--- src/rtl/miscv_pkg.sv ---
// Shared types and constants for the miscv fetch path.
//   XLEN / ADDR_W : instruction word and word-address widths
//   NOP_INSTR     : word driven to decode when nothing is valid
//   fetch_state_e : fetch control state
//   fetch_entry_t : one buffered {pc, instr} pair
package miscv_pkg;

    localparam int XLEN   = 16;
    localparam int ADDR_W = 16;

    localparam logic [XLEN-1:0] NOP_INSTR = 16'h0000;

    typedef enum logic [1:0] {
        S_BOOT,
        S_RUN,
        S_HALT
    } fetch_state_e;

    typedef struct packed {
        logic [ADDR_W-1:0] pc;
        logic [XLEN-1:0]   instr;
    } fetch_entry_t;

    // Word-address increment; wraps modulo 2^ADDR_W.
    function automatic logic [ADDR_W-1:0] pc_inc(input logic [ADDR_W-1:0] pc);
        return pc + ADDR_W'(1);
    endfunction

endpackage

--- src/rtl/fetch_buffer.sv ---
// Small FIFO of fetched {pc, instr} pairs sitting between Memory_Text and decode.
//   clk, rst   : clock, synchronous active-high reset
//   push       : write push_data at the tail
//   push_data  : {pc, instr} entry to store
//   pop        : drop the head entry (caller guarantees count != 0)
//   flush      : empty the FIFO; wins over push and pop
//   count      : number of valid entries
//   head       : oldest entry (meaningful only when count != 0)
module fetch_buffer
    import miscv_pkg::*;
#(
    parameter  int BUF_DEPTH = 2,
    localparam int CNT_W     = $clog2(BUF_DEPTH + 1),
    localparam int PTR_W     = (BUF_DEPTH > 1) ? $clog2(BUF_DEPTH) : 1
) (
    input  logic             clk,
    input  logic             rst,
    input  logic             push,
    input  fetch_entry_t     push_data,
    input  logic             pop,
    input  logic             flush,
    output logic [CNT_W-1:0] count,
    output fetch_entry_t     head
);

    fetch_entry_t     mem_q [BUF_DEPTH];
    fetch_entry_t     mem_d [BUF_DEPTH];
    logic [PTR_W-1:0] wr_q, wr_d;
    logic [PTR_W-1:0] rd_q, rd_d;
    logic [CNT_W-1:0] count_q, count_d;

    // Pointers wrap at BUF_DEPTH, which need not be a power of two.
    function automatic logic [PTR_W-1:0] ptr_inc(input logic [PTR_W-1:0] p);
        return (p == PTR_W'(BUF_DEPTH - 1)) ? '0 : p + PTR_W'(1);
    endfunction

    always_comb begin
        mem_d   = mem_q;
        wr_d    = wr_q;
        rd_d    = rd_q;
        count_d = count_q;
        if (flush) begin
            wr_d    = '0;
            rd_d    = '0;
            count_d = '0;
        end else begin
            // With count == BUF_DEPTH and pop, wr_q == rd_q: the slot being
            // overwritten is the head that decode is taking this cycle.
            if (push) begin
                mem_d[wr_q] = push_data;
                wr_d        = ptr_inc(wr_q);
            end
            if (pop) begin
                rd_d = ptr_inc(rd_q);
            end
            count_d = count_q + CNT_W'(push) - CNT_W'(pop);
        end
    end

    always_ff @(posedge clk) begin
        if (rst) begin
            mem_q   <= '{default: '0};
            wr_q    <= '0;
            rd_q    <= '0;
            count_q <= '0;
        end else begin
            mem_q   <= mem_d;
            wr_q    <= wr_d;
            rd_q    <= rd_d;
            count_q <= count_d;
        end
    end

    assign count = count_q;
    assign head  = mem_q[rd_q];

    // The issue credit check must never let a word arrive with no room for it.
    a_no_push_when_full: assert property (@(posedge clk) disable iff (rst)
        !(push && !flush && !pop && (count_q == CNT_W'(BUF_DEPTH))));

endmodule

--- src/rtl/instr_fetch.sv ---
// Fetch stage: holds the PC, issues one read per cycle to synchronous
// Memory_Text, tags returning words with their PC and hands (pc, instr)
// to decode over valid/ready. Handles branch redirect and halt.
//   clk, rst                  : clock, synchronous active-high reset
//   imem_addr/we/data, imem_q : Memory_Text port (read-only use; q is 1 cycle after addr)
//   redirect_valid/pc         : taken branch/jump to a word address
//   halt_req, halted          : stop issuing; halted once no read is outstanding
//   if_valid/ready/instr/pc   : decode handshake
module instr_fetch
    import miscv_pkg::*;
#(
    parameter logic [ADDR_W-1:0] RESET_PC  = 16'h0000,
    parameter int                BUF_DEPTH = 2
) (
    input  logic              clk,
    input  logic              rst,
    output logic [ADDR_W-1:0] imem_addr,
    output logic              imem_we,
    output logic [XLEN-1:0]   imem_data,
    input  logic [XLEN-1:0]   imem_q,
    input  logic              redirect_valid,
    input  logic [ADDR_W-1:0] redirect_pc,
    input  logic              halt_req,
    output logic              halted,
    output logic              if_valid,
    input  logic              if_ready,
    output logic [XLEN-1:0]   if_instr,
    output logic [ADDR_W-1:0] if_pc
);

    localparam int CNT_W = $clog2(BUF_DEPTH + 1);

    fetch_state_e      state_q, state_d;
    logic [ADDR_W-1:0] pc_q, pc_d;
    logic              inflight_q, inflight_d;
    logic [ADDR_W-1:0] inflight_pc_q, inflight_pc_d;

    logic              redir;
    logic              pop;
    logic              push;
    logic              issue;
    logic              credit_ok;
    logic [CNT_W:0]    occ;
    logic [ADDR_W-1:0] fetch_pc;
    logic [CNT_W-1:0]  buf_count;
    fetch_entry_t      buf_head;
    fetch_entry_t      push_entry;

    fetch_buffer #(.BUF_DEPTH(BUF_DEPTH)) u_buf (
        .clk      (clk),
        .rst      (rst),
        .push     (push),
        .push_data(push_entry),
        .pop      (pop),
        .flush    (redir),
        .count    (buf_count),
        .head     (buf_head)
    );

    always_comb begin
        // Redirects arriving during the boot cycle are dropped.
        redir      = redirect_valid && (state_q != S_BOOT);
        pop        = if_valid && if_ready;
        push       = inflight_q && !redir;
        push_entry = '{pc: inflight_pc_q, instr: imem_q};

        // Credit: entries that will still occupy the buffer after this cycle,
        // counting a head accepted now as already gone so that a two-entry
        // buffer can keep one read per cycle going while decode is draining.
        occ       = {1'b0, buf_count} + (CNT_W+1)'(inflight_q) - (CNT_W+1)'(pop);
        credit_ok = redir || (occ < (CNT_W+1)'(BUF_DEPTH));
        issue     = (state_q == S_RUN) && !halt_req && credit_ok;

        fetch_pc      = redir ? redirect_pc : pc_q;
        pc_d          = issue ? pc_inc(fetch_pc) : fetch_pc;
        inflight_d    = issue;
        inflight_pc_d = issue ? fetch_pc : inflight_pc_q;

        state_d = state_q;
        case (state_q)
            S_BOOT:  state_d = S_RUN;
            S_RUN:   if (halt_req)  state_d = S_HALT;
            S_HALT:  if (!halt_req) state_d = S_RUN;
            default: state_d = S_BOOT;
        endcase
    end

    always_ff @(posedge clk) begin
        if (rst) begin
            state_q       <= S_BOOT;
            pc_q          <= RESET_PC;
            inflight_q    <= 1'b0;
            inflight_pc_q <= '0;
        end else begin
            state_q       <= state_d;
            pc_q          <= pc_d;
            inflight_q    <= inflight_d;
            inflight_pc_q <= inflight_pc_d;
        end
    end

    // Memory_Text samples the address every cycle; a read only matters when
    // the inflight tag is set, so imem_addr can simply follow the fetch PC.
    assign imem_addr = fetch_pc;
    assign imem_we   = 1'b0;
    assign imem_data = '0;

    assign if_valid = (buf_count != '0);
    assign if_pc    = if_valid ? buf_head.pc    : '0;
    assign if_instr = if_valid ? buf_head.instr : NOP_INSTR;
    assign halted   = halt_req && !inflight_q;

endmodule

--- config.mk ---
export PLATFORM = sky130hd
export DESIGN_NAME = instr_fetch
export DESIGN_NICKNAME = d
export VERILOG_FILES = /design/src/rtl/miscv_pkg.sv /design/src/rtl/fetch_buffer.sv /design/src/rtl/instr_fetch.sv
export SDC_FILE = /design/constraint.sdc
export NUM_CORES = 1
export LEC_CHECK = 0
export CAP_MARGIN = 30
export CORE_MARGIN = 3
export CORE_UTILIZATION = 51
export DETAILED_ROUTE_END_ITERATION = 10
export PLACE_DENSITY_LB_ADDON = 0.1
export SLEW_MARGIN = 20
export SYNTH_ARGS = -nofsm -noshare
export SYNTH_HDL_FRONTEND = slang
export SYNTH_SLANG_ARGS = --single-unit
--- constraint.sdc ---
create_clock -name clk -period 3.3 [get_ports clk]
set_input_delay 0.33 -clock clk [delete_from_list [all_inputs] [get_ports clk]]
set_output_delay 0.33 -clock clk [all_outputs]
set_load 0.005 [all_outputs]
==> results.sh <==
export IMPL_ant_nets=0
export IMPL_die_y_um=103
export IMPL_stdcell_count=803
export IMPL_end_kind="output port"
export IMPL_vias_per_cell=5.26
export IMPL_crit_type="in2out"
export IMPL_crit_arrival_ns=2.51
export IMPL_fin_nets=714
export IMPL_first_pass_iters=4
export IMPL_grt_pass1_vias=4045
export IMPL_core_mm2=0.00898
export IMPL_clkTransAtPathRegs_ns=0.10
export IMPL_finalSetupViolations=0
export IMPL_drive_gt1_share_pct=7.53
export IMPL_finish_utilization_pct=66.3
export IMPL_hold_viol_final=0
export IMPL_power_density_mw_per_mm2=433
export IMPL_cts_sinks=103
export IMPL_drt_iter0_markers=172
export IMPL_gp_congestion=0.849
export IMPL_ys_ff_latch=103
export IMPL_async_flop_share_pct=0
export IMPL_grt_max_degree=48
export IMPL_synth_cells=599
export IMPL_grt_pass1_wl_um=19000
export IMPL_io_buffers=86
export IMPL_cts_root_buf="clkbuf_8"
export IMPL_post_cts_setup_buffers=0
export IMPL_rsz0062_at_grt="no"
export IMPL_dp_cells=787
export IMPL_fin_crit_sh_pct=85.9
export IMPL_hpwl_um=7950
export IMPL_syn2layout_area_growth_pct=22.8
export IMPL_num_vias=4225
export IMPL_slew_violations=0
export IMPL_syn_area_per_cell_um2=8.09
export IMPL_clockBufferDepth=2
export IMPL_start_kind="input pin"
export IMPL_max_freq_ghz=0.353
export IMPL_tritoncts="yes"
export IMPL_dieArea_mm2=0.0107
export IMPL_synthTopCellsByCount="139 x nand2_1, 103 x dfxtp_1, 67 x a21oi_1"
export IMPL_grt_overflow_total=0
export IMPL_postPlaceCellArea_mm2=0.00574
export IMPL_antenna_found_initial=0
export IMPL_design_area_mm2=0.00595
export IMPL_synth_edf_count=0
export IMPL_hold_ws_ns=0.361
export IMPL_crit_path_max_fanout=18
export IMPL_p_leak_nw=2.03
export IMPL_dp_slack_ns=0.318
export IMPL_worst_pin_slew_ns=0.654
export IMPL_cts_resized=0
export IMPL_worstHoldPathType="in2reg"
export IMPL_yosysSeqAreaShare_pct=42.6
export IMPL_initial_core_util_pct=54.0
export IMPL_die_w_um=103
export IMPL_rows=34
export IMPL_status="finished clean"
export IMPL_drv_cap=0
export IMPL_power_mw=2.58
export IMPL_critPathRequiredTime_ns=2.97
export IMPL_setup_ws_ns=0.465
export IMPL_htreeDepth=3
export IMPL_max_slew_margin_pct=56.4
export IMPL_wire_per_inst_um=14.2
export IMPL_ys_types=49
export IMPL_num_io_pins=104
export IMPL_tns_ns=0
export IMPL_numCtsBuffers=9
export IMPL_min_period_ns=2.84
export IMPL_ir_drop_v=0.000231
export IMPL_synth_top_cell_area_share_pct=42.6
export IMPL_cts_hold_buf=0
export IMPL_synthTopCellsByArea="dfxtp_1 43%, nand2_1 11%, mux2i_1 9.7%, a21oi_1 6.9%, nor2_1 4.8%"
export IMPL_synth_most_common_cell="nand2_1"
export IMPL_grt_usage_pct=22.3
export IMPL_ys_warn_count=0
export IMPL_diodes=0
export IMPL_insertion_delay_ns=0.36
export IMPL_route_detailed_drc=0
export IMPL_synth_largest_area_cell="dfxtp_1"
export IMPL_finClkSkew_ns=0.0125
export IMPL_routed_wl_um=11400
export IMPL_synthFlopType="dfxtp_1"
export IMPL_syn_cell_area_mm2=0.00484
-- cells in the final DEF, fill, tap and decap left out, types with 2 or more instances in the layout --
cell             netlist  layout
a21oi_1               67      67
buf_4                 21      16
inv_1                 17      17
nand2_1              139     139
nand2b_1               2       2
ha_1                   4       4
nand3_1                6       6
conb_1                 1      17
xnor2_1               11      11
inv_2                  2       2
nor4_1                 4       4
and3_1                 4       4
mux2i_1               47      47
nor2_1                62      61
nor3_1                15      15
o31a_1                 3       3
nor3b_1                3       3
o21a_1                 3       3
clkbuf_8               0      10
nand4_1                3       3
a211oi_1              15      15
dfxtp_1              103     102
inv_6                  0       2
a31oi_1                2       2
mux2i_2                2       2
clkdlybuf4s50_1        0      85
nor2b_1                5       4
-- power breakdown --
| part | internal [mW] | leakage [nW] | switching, mW |
|---|---|---|---|
| sequential | 1.29 | 0.835 | 0.0389 |
| combinational | 0.192 | 1.09 | 0.225 |
| clock | 0.384 | 0.105 | 0.448 |
-- worst max-delay path: stages --
cell,delay [ns]
clkdlybuf4s50_1,0.56
o21a_1,0.41
buf_12,0.23
mux2i_1,0.38
inv_1,0.12
clkdlybuf4s50_1,0.46
-- flip-flops by register name, summed over array words and instances, names as in the netlist --
signal / flops
state_q: 2
inflight_pc_q: 16
u_buf.mem_q: 64
u_buf.rd_q: 1
u_buf.count: 2
pc_q: 16
u_buf.wr_q: 1
inflight_q: 1
-- kinds of logic after synthesis --
logic type / share of synthesized area (%)
buffers and inverters: 8.32
XOR/XNOR: 2.17
AND/OR/NAND/NOR: 22.8
other: 0.0774
flip-flops: 42.6
multiplexers: 10.7
adder cells (fa/ha/maj): 1.65
AO/OA/AOI/OAI: 11.7
-- path summary, 6_finish.rpt --
kind / from / end / slack, ns / depth (start not counted)
max reg2reg: u_buf.count[1] / pc_q[15] / 0.63 / 11
min: rst / pc_q[0] / 0.36 / 2
min reg2reg: u_buf.mem_q[59] / u_buf.mem_q[59] / 0.46 / 2
max: redirect_valid / imem_addr[6] / 0.46 / 6
-- area by class of cell --
type | count | area [um^2]
clock inverters | 6 | 75.1
well taps | 126 | 158
inverters | 20 | 75.1
clock buffers | 10 | 138
flip-flops and latches | 103 | 2060
fillers | 808 | 3030
repair buffers | 103 | 996
multi-input cells | 435 | 2440
-- metal layers --
| metal | global-route usage (%) | part of all wire [%] |
|---|---|---|
| met1 | 29.4 | 44 |
| met2 | 38.0 | 50 |
| met4 | 6.87 | 1.3 |
| met5 | 0 | 0 |
| met3 | 3.15 | 5.1 |
Power figures use the tool's default switching activity.
